--- src/rtl/regfile_pkg.sv ---
// Shared register-file types and constants for the 32 x 64-bit integer register file.
package regfile_pkg;

  localparam int NREGS  = 32;
  localparam int ADDR_W = 5;
  localparam int DATA_W = 64;

  typedef logic [ADDR_W-1:0] reg_addr_t;
  typedef logic [DATA_W-1:0] reg_data_t;

  // X31 reads as zero, so writes to it are dropped
  localparam reg_addr_t ZERO_REG = 5'd31;

endpackage

--- src/rtl/rr_arbiter.sv ---
// Round-robin arbiter with a freeze input; the search starts at the pointer and wraps modulo N.
// Shared by the register-file write scheduler and the read-port sharing logic.
module rr_arbiter #(
  parameter int N = 2,
  localparam int PW = (N > 1) ? $clog2(N) : 1
) (
  input  logic          clk,
  input  logic          reset,
  input  logic [N-1:0]  req,
  input  logic          hold,
  output logic [N-1:0]  gnt,
  output logic [PW-1:0] ptr
);

  logic found;
  int   cand;
  int   gidx;

  always_comb begin
    gnt   = '0;
    found = 1'b0;
    cand  = 0;
    gidx  = 0;
    if (!hold) begin
      for (int off = 0; off < N; off++) begin
        cand = (int'(ptr) + off) % N;
        for (int i = 0; i < N; i++) begin
          if (!found && (i == cand) && req[i]) begin
            gnt[i] = 1'b1;
            gidx   = i;
            found  = 1'b1;
          end
        end
      end
    end
  end

  // Pointer moves just past the winner, so it has lowest priority next time
  always_ff @(posedge clk or negedge reset) begin
    if (!reset) begin
      ptr <= '0;
    end else if (found) begin
      ptr <= PW'((gidx + 1) % N);
    end
  end

endmodule

--- src/rtl/regfile_wr_sched.sv ---
// Write-port scheduler for the 32 x 64-bit register file: round-robin grant, one-cycle write stage.
// Optional macro RF_BYPASS_EN adds a forwarding port that exposes the staged write to readers.
module regfile_wr_sched #(
  parameter int NREQ   = 2,
  parameter int DATA_W = 64,
  parameter int NREGS  = 32
) (
  input  logic                                clk,
  input  logic                                reset,
  input  logic [NREQ-1:0]                     req_valid,
  input  logic [NREQ*regfile_pkg::ADDR_W-1:0] req_addr,
  input  logic [NREQ*DATA_W-1:0]              req_data,
  output logic [NREQ-1:0]                     req_ready,
  input  logic                                hold,
  output logic [NREGS-1:0]                    reg_en,
  output logic [DATA_W-1:0]                   wr_data,
`ifdef RF_BYPASS_EN
  input  regfile_pkg::reg_addr_t              byp_addr,
  output logic                                byp_hit,
  output logic [DATA_W-1:0]                   byp_data,
`endif
  output logic                                busy
);

  import regfile_pkg::*;

  localparam int PW = (NREQ > 1) ? $clog2(NREQ) : 1;

  logic [NREQ-1:0]   gnt;
  logic [PW-1:0]     rr_ptr_unused;
  reg_addr_t         sel_addr;
  logic [DATA_W-1:0] sel_data;

  logic              vld_p0;
  reg_addr_t         addr_p0;
  logic [DATA_W-1:0] data_p0;

  rr_arbiter #(.N(NREQ)) u_arb (
    .clk   (clk),
    .reset (reset),
    .req   (req_valid),
    .hold  (hold),
    .gnt   (gnt),
    .ptr   (rr_ptr_unused)
  );

  assign req_ready = gnt;

  always_comb begin
    sel_addr = '0;
    sel_data = '0;
    for (int i = 0; i < NREQ; i++) begin
      if (gnt[i]) begin
        sel_addr = req_addr[i*ADDR_W +: ADDR_W];
        sel_data = req_data[i*DATA_W +: DATA_W];
      end
    end
  end

  // Stage p0: granted write; drains every cycle so it never back-pressures.
  // Data keeps its last value when idle, which is what wr_data shows.
  always_ff @(posedge clk or negedge reset) begin
    if (!reset) begin
      vld_p0  <= 1'b0;
      addr_p0 <= '0;
      data_p0 <= '0;
    end else begin
      vld_p0 <= |gnt;
      if (|gnt) begin
        addr_p0 <= sel_addr;
        data_p0 <= sel_data;
      end
    end
  end

  always_comb begin
    reg_en = '0;
    if (vld_p0 && (addr_p0 != ZERO_REG)) begin
      for (int r = 0; r < NREGS; r++) begin
        reg_en[r] = (addr_p0 == ADDR_W'(r));
      end
    end
  end

  assign wr_data = data_p0;
  assign busy    = vld_p0;

`ifdef RF_BYPASS_EN
  assign byp_hit  = vld_p0 && (addr_p0 == byp_addr) && (byp_addr != ZERO_REG);
  assign byp_data = byp_hit ? data_p0 : '0;
`endif

endmodule
--- config.mk ---
export PLATFORM = sky130hd
export DESIGN_NAME = regfile_wr_sched
export DESIGN_NICKNAME = d
export VERILOG_FILES = /design/src/rtl/regfile_pkg.sv /design/src/rtl/rr_arbiter.sv /design/src/rtl/regfile_wr_sched.sv
export SDC_FILE = /design/constraint.sdc
export NUM_CORES = 1
export LEC_CHECK = 0
export CORE_UTILIZATION = 31
export DETAILED_ROUTE_END_ITERATION = 10
export PLACE_DENSITY = 0.73
export REMOVE_ABC_BUFFERS = 1
export SKIP_LAST_GASP = 1
export SYNTH_ARGS = -nofsm -noshare
export SYNTH_HDL_FRONTEND = slang
export SYNTH_SLANG_ARGS = --single-unit
--- constraint.sdc ---
create_clock -name clk -period 2.9 [get_ports clk]
set_clock_uncertainty 0.15 [all_clocks]
set_input_delay 0.435 -clock clk [delete_from_list [all_inputs] [get_ports clk]]
set_output_delay 0.435 -clock clk [all_outputs]
set_load 0.01 [all_outputs]
---- Word level (Yosys, flattened, before mapping) ----
Index checks and enable logic that the tools add are counted.
storage, ports and cells
  bits in registers ....................... 71
  bits of input ports ..................... 143
  output and inout port bits .............. 99
cells by class
  $add $sub $neg .......................... 2
  equal/unequal tests ..................... 33
  mux-type cells .......................... 21
  bitwise operators ....................... 1
  reductions and logical operators ........ 15
operators by type and width
  kind                                                             count
  64-bit two-way mux                                               2
  5-bit == test, second input constant                             16
  32-bit logical NOT                                               2
  5-bit by 4-bit == test with 1-bit output, second input constant  8
  32-bit two-way mux                                               1
  5-bit by 3-bit == test with 1-bit output, second input constant  4
  1-bit two-way mux                                                15
  5-bit by 2-bit == test with 1-bit output, second input constant  2
  5-bit two-way mux                                                2
  1-bit logical AND                                                8
  5-bit by 1-bit == test with 1-bit output, second input constant  1
  5-bit logical NOT                                                1
  5-bit != test, second input constant                             1
  1-bit logical NOT                                                3
  1-bit adder, second input constant                               2
  2-bit == test, first input constant                              1
  2-bit two-way mux                                                1
  2-bit OR reduction                                               1
  1-bit AND, first input constant                                  1

---- Longest topological paths before layout ----
Gate-level depths: netlist of run 1.
  depth after elaboration ................. 21
  depth in mapped cells ................... 5
  mapped depth without buffers ............ 3

---- By module ----
Synthesis of run 1 repeated with hierarchy kept, for this count alone.
second synthesis, totals
  cells, all modules ...................... 356
  area, all modules ....................... 3459.6 um^2
by module, submodules not included
  module            times used  cells an instance  area an instance (um^2)  sequential area each (um^2)
  regfile_wr_sched  1           349                3389.5                   1751.7
  rr_arbiter        1           7                  70.1                     25.0

---- Worst setup path after synthesis of run 1 ----
OpenSTA, ideal clock, no wires.
  path kind ............................... flip-flop to output port
  start ................................... register addr_p0[0]
  end ..................................... output port reg_en[16]
  arrival time ............................ 1.269 ns
  slack ................................... 1.046 ns
  stages on the path, launching flop included .. 4
  path through ............................ dfrtp_1 > or2_2 > clkbuf_1 > nor4_1
between the ends
  cells in the longest elaborated chain, start to end .. 3
ends and longest elaborated chain
  item                    line                    RTL
  start, declared         regfile_wr_sched.sv:35  reg_addr_t addr_p0;
  start signal, assigned  regfile_wr_sched.sv:70  addr_p0 <= sel_addr;
  5-bit != test           regfile_wr_sched.sv:78  if (vld_p0 && (addr_p0 != ZERO_REG)) begin
  1-bit logical AND       regfile_wr_sched.sv:78
  32-bit two-way mux *    regfile_wr_sched.sv:78
  end, declared           regfile_wr_sched.sv:15  output logic [NREGS-1:0] reg_en,
Mark *: on every way between the ends. The rest lies on a longest branch, timed or not.

---- Final worst setup path of run 1 ----
Ends and elaborated chain as after synthesis.

==> results of run 1 <==
## worst paths after layout
kind,startpoint,to,slack (ps),cells after the start
setup / recovery,addr_p0[0],reg_en[16],320,3
hold / removal,reset,wr_data[29],60,1
setup reg to reg,u_arb.ptr,addr_p0[3],1020,3
hold reg to reg,u_arb.ptr,u_arb.ptr,430,1
max in group asynchronous,reset,wr_data[30],1950,1
min in group clk,u_arb.ptr,u_arb.ptr,430,1
## final cells by class
class / count / area share (%)
repair buffers: 245 / 40.6
flip-flops and latches: 71 / 29.6
multi-input cells: 191 / 23.4
well taps: 136 / 2.83
clock buffers: 10 / 2.29
clock inverters: 6 / 1.13
inverters: 3 / 0.188
## worst reg2reg max path, delay by kind of cell (launching register included)
family	cells	cell delay [ps]
flops	1	430
buf+inv	1	650
compound gates	2	560
## cells by family (layout without fill, tap and decap cells)
family                 after synthesis  in the layout  share of synthesized area (%)
buffers and inverters               31            264                           5.87
other                                1              1                          0.111
DFF                                 71             71                           52.7
AOI/OAI and AO/OA                   73             73                           21.9
and+or+nand+nor                    117            117                           19.3
## power by group
part           total, mW  switching, mW  internal, mW
clock              0.815          0.391         0.424
sequential          1.23         0.0952          1.14
combinational      0.936          0.347         0.589
total               2.98          0.833          2.15
## state kept, by name, indices dropped and copies added, names as in the netlist
name	cells
addr_p0	5
busy	1
u_arb.ptr	1
wr_data	64
## metrics by stage
stage | power, mW | hold slack [ps] | utilization [%] | setup WS (ps)
2_1_floorplan | 1.58 | -10.6 | - | 363
3_5_place_dp | 2.19 | 411 | 55.7 | 396
5_1_grt | 3.15 | 124 | 57.6 | 213
4_1_cts | 3.03 | 91.0 | 57.6 | 319
6_report | 2.98 | 59.9 | 57.6 | 321
3_3_place_gp | 2.17 | 411 | 55.7 | 418
## placed cells by master (no fill, tap or decap), types with 2 or more instances in the layout
| cell | count |
|---|---|
| clkbuf_8 | 10 |
| dfrtp_1 | 71 |
| nand4_1 | 2 |
| clkdlybuf4s50_1 | 239 |
| clkinvlp_4 | 2 |
| and2_1 | 69 |
| nand2b_1 | 2 |
| nor4_1 | 3 |
| nand3_1 | 3 |
| nand2_1 | 5 |
| nor2_1 | 26 |
| buf_4 | 6 |
| nor2b_1 | 3 |
| nor3b_1 | 2 |
| a221o_1 | 69 |
| inv_1 | 3 |
## layer usage
layer  wire length, µm  global-route usage [%]  vias to the layer above
met5                 0                       0                        -
met4               219                    6.45                        0
met3              1070                    6.62                       19
met2              5640                    35.2                      173
met1              4360                    23.2                     1579
li1                  -                       -                     1541
==> run metrics, run 1 <==
outcome complete, no violations; setup_tns 0 ps; CTS H-tree depth 3; initial DRC count 169; Post-Syn Area 3370 µm²; Crit path max-delay family simple AND/OR/NAND/NOR gates; fillers 902; Pre-antenna DRT Iters 4; post-synthesis cell count 293; CP max stage delay 590 ps; Core ar. 10400 µm²; multi-input logic area 1400 µm²; VDD IR-drop max 0.000262 V; worst path cell trace or2_2, nor4_1, clkdlybuf4s50_1; design area 6000 µm²; Final Hold Vio Count 0; critical path data arrival time 1990 ps; Seq cells post-synth 71; largest net degree at the start of global routing 72; final WL 11300 µm; Worst Path Required 2320 ps; synth cell count leaders dfrtp_1 (71), a221o_1 (69), and2_1 (69), nor2_1 (26), clkbuf_1 (12); hpwl dp 8190 µm; vias in the first global route 3427; post-route insts no fill 662; vias per inst 5.00; post-synthesis sequential area ratio 52.7%; pwr dens 497 nW/µm²; Post-CTS Setup Bufs 0; Yosys top cell area share 52.7%; RSZ-0062 raised after global routing no; Post-Synthesis Mean Instance Area 11.5 µm²; critical-path maximum fanout 8; initial antenna violation count 0; initial core utilization 32.3%; ys flop type dfrtp_1; DIE WIDTH 106 µm; CTS Sinks 71; share of layout cells above drive strength 1 4.94%; CTS max path bufs 2; Final nets 664; Setup violations, final 0; Leak 2.43 nW; Worst slew margin 40.6%; global-route wire length before repair 17700 µm; min Tclk post-route 2580 ps; Startpoint Class flop; top-count cell post-synth dfrtp_1; die height 106 µm; synth unique cells 23; CTS root buffer clkbuf_8; antenna-violating nets left 0; Tightest Pin Transition 891 ps; diode count 0; CTS Buf Count 9; area grow syn2layout 78.2%; synth top area cells dfrtp_1 (53%), a221o_1 (20%), and2_1 (13%), buf_6 (3.0%), nor2_1 (2.9%); TritonCTS clock tree yes; via count 3312; clock slew seen by the registers of the worst setup and hold paths 80 ps; Post-CTS Hold Buffers 0; Slew Viols, Final 0; grt ovf 0; number of synthesized flops with an enable pin 0; CP Capture Type output pin; Post-DP Area 5800 µm²; io pins 242; clk_lat worst skew 340 ps; placer congestion estimate 0.810; Sequential Area 1780 µm²; row cnt 37; worst min-delay path class in -> async; f_max 0.388 GHz; CTS resizes 0; drt wl/cell 17.1 µm; detailed-route DRC error count 0; die area 11300 µm²; WS Path Type reg -> out; FFs w/ async S/R, synth 100%; worst path bufs/invs 1; # port buffers 240; largest area contributor in the netlist dfrtp_1; Max Cap Viol 0; period utilization 88.9%; yosys warns 0; Critical-path top delay cell clkdlybuf4s50_1; total track usage 20.2%; placed instance count 646
No activity file was read; power rests on OpenSTA's default activity.
==> inputs of run 2 (changes only) <==
--- a/config.mk
+++ b/config.mk
@@ -5,11 +5,13 @@
 export SDC_FILE = /design/constraint.sdc
 export NUM_CORES = 1
 export LEC_CHECK = 0
+export ABC_CLOCK_PERIOD_IN_PS = 2900
 export CORE_UTILIZATION = 31
 export DETAILED_ROUTE_END_ITERATION = 10
 export PLACE_DENSITY = 0.73
 export REMOVE_ABC_BUFFERS = 1
 export SKIP_LAST_GASP = 1
+export SLEW_MARGIN = 20
 export SYNTH_ARGS = -nofsm -noshare
 export SYNTH_HDL_FRONTEND = slang
 export SYNTH_SLANG_ARGS = --single-unit
==> constraint.sdc (replaced) <==
create_clock -name clk -period 2.9 [get_ports clk]
set_clock_uncertainty 0.15 [all_clocks]
set_input_delay 0.435 -clock clk [delete_from_list [all_inputs] [get_ports clk]]
set_output_delay 0.435 -clock clk [all_outputs]
set_load 0.05 [all_outputs]
==> run 2 against run 1 <==
  * Non-clock buffer count up 2
  * Sequential power about the same
  * Critical path type unchanged
  * Utilization increased by 1.2 points
  * Sequential cell count stayed put
  * Cell count increased by 0.15%
  * Setup slack worse by 210 ps
  * Clock power increased by 15%
==> run metrics, run 2 (synthesized netlist as in run 1, its figures left out) <==
outcome complete, no violations; TritonCTS clock tree yes; Setup WS post-layout 107 ps (-213 ps); critical path data arrival time 2210 ps (+220 ps); Post-CTS Setup Bufs 0 (unchanged); Reg2Reg Setup Slack 1130 ps (+110 ps); switching portion of total power 35.7% (+7.7 points); Final nets 666 (+0.30%); CTS resizes 0 (unchanged); VDD IR-drop max 0.000337 V (+28%); Startpoint Class flop; initial core utilization 32.3% (unchanged); clock slew seen by the registers of the worst setup and hold paths 80 ps (about the same); largest net degree at the start of global routing 72 (unchanged); pre-CTS setup slack 380 ps (-16.7 ps); row cnt 37 (unchanged); drt wl/cell 16.8 µm (-1.4%); initial antenna violation count 0 (unchanged); CTS H-tree depth 3 (unchanged); CTS max path bufs 2 (unchanged); diode count 0 (unchanged); pwr dens 585 nW/µm² (+18%); f_max 0.358 GHz (-7.6%); setup_tns 0 ps (unchanged); Leak 2.71 nW (+12%); most frequent cells in the layout clkdlybuf4s50_1 (224), dfrtp_1 (71), and2_1 (69), a221o_1 (69), nor2_1 (26); CTS Buf Count 9 (unchanged); post-route insts no fill 663 (+0.15%); Pre-antenna DRT Iters 4 (unchanged); period utilization 96.3% (+7.4 points); WS Path Type reg -> out; CTS Sinks 71 (unchanged); worst min-delay path class in -> async; Post-Route Utilization 58.8% (+1.2 points); Worst R2R Start u_arb.ptr; WHS 70.7 ps (+10.8 ps); Gate power share 39.4% (+8.0 points); placed instance count 648 (+0.31%); Int Power 2.31 mW (+7.2%); clock power share 26.2% (-1.1 points); antenna-violating nets left 0 (unchanged); sequential share of power 34.4% (-6.9 points); vias in the first global route 3444 (+0.50%); # port buffers 240 (unchanged); total track usage 19.7% (-0.41 points); hpwl dp 8220 µm (+0.35%); area grow syn2layout 81.8%; CP Capture Type output pin; Tightest Pin Transition 889 ps (-1.40 ps); Final Hold Vio Count 0 (unchanged); placer congestion estimate 0.842 (+4.0%); critical-path maximum fanout 8 (unchanged); Worst Path Required 2320 ps (about the same); fillers 903 (+0.11%); Core ar. 10400 µm² (unchanged); Slew Viols, Final 0 (unchanged); Worst slew margin 40.7% (+0.093 points); io pins 242 (unchanged); Post-CTS Hold Buffers 0 (unchanged); detailed-route DRC error count 0 (unchanged); max FFs per register 64 (unchanged); grt ovf 0 (unchanged); clk_lat worst skew 330 ps (about the same); die height 106 µm (unchanged); die area 11300 µm² (unchanged); DIE WIDTH 106 µm (unchanged); Max Cap Viol 0 (unchanged); CTS root buffer clkbuf_8; share of layout cells above drive strength 1 5.31% (+0.37 points); vias per inst 5.02 (+0.33%); most common cell after layout, fill and taps aside clkdlybuf4s50_1; R2R cell count 3 (unchanged); Psw 1.28 mW (+53%); initial DRC count 220 (+30%); Setup violations, final 0 (unchanged); min Tclk post-route 2790 ps (+213 ps); via count 3328 (+0.48%); Crit Reg-Reg Endpoint wr_data[61]; final WL 11200 µm (-1.2%); global-route wire length before repair 17400 µm (-1.5%)
-- run 2: worst max-delay path: stages, from the launching register on --
cell	delay (ps)
dfrtp_1	420
nand2b_1	290
nor4_1	320
clkdlybuf4s50_1	860
-- run 2: cell type report --
type                            count  area (µm²)  share of cell area (%)
Clock buffer                       10         128                    2.08
Clock inverter                      5         106                    1.74
Inverter                            3        11.3                   0.184
Multi-Input combinational cell    191        1400                    22.9
Sequential cell                    71        1780                    29.0
Tap cell                          136         170                    2.78
Timing Repair Buffer              247        2530                    41.3
-- run 2: through the flow --
step	cell area, µm²	total power [mW]
after CTS	6090	3.62
after global placement	5860	2.65
final	6120	3.58
after floorplan	3180	2.04
after global routing	6120	3.73
after detailed placement	5860	2.67
-- run 2: worst max path at each step --
stage / to / cells after the start / slack [ps] / from
finish: reg_en[17] / 3 / 110 / addr_p0[1]
global route: reg_en[1] / 4 / -7 / busy
CTS: reg_en[16] / 3 / 5 / addr_p0[0]
detailed placement: reg_en[16] / 3 / 380 / addr_p0[0]
global placement: reg_en[16] / 3 / 460 / addr_p0[0]
floorplan: reg_en[16] / 2 / 10 / busy
-- run 2: routing by layer --
metal	global-route usage, %	wire, µm	vias up
met5	0	0	-
met4	4.66	133	0
met3	6.38	934	11
met2	35.3	5610	182
met1	22.8	4480	1595
li1	-	-	1540
-- run 2: power groups by stage --
stage                     registers, mW  clock network [mW]  logic, mW
after detailed placement           1.25                   0       1.42
after global routing               1.25                1.00       1.48
final                              1.23               0.938       1.41
after CTS                          1.23               0.965       1.42
after global placement             1.24                   0       1.41
after floorplan                    1.72                   0      0.316
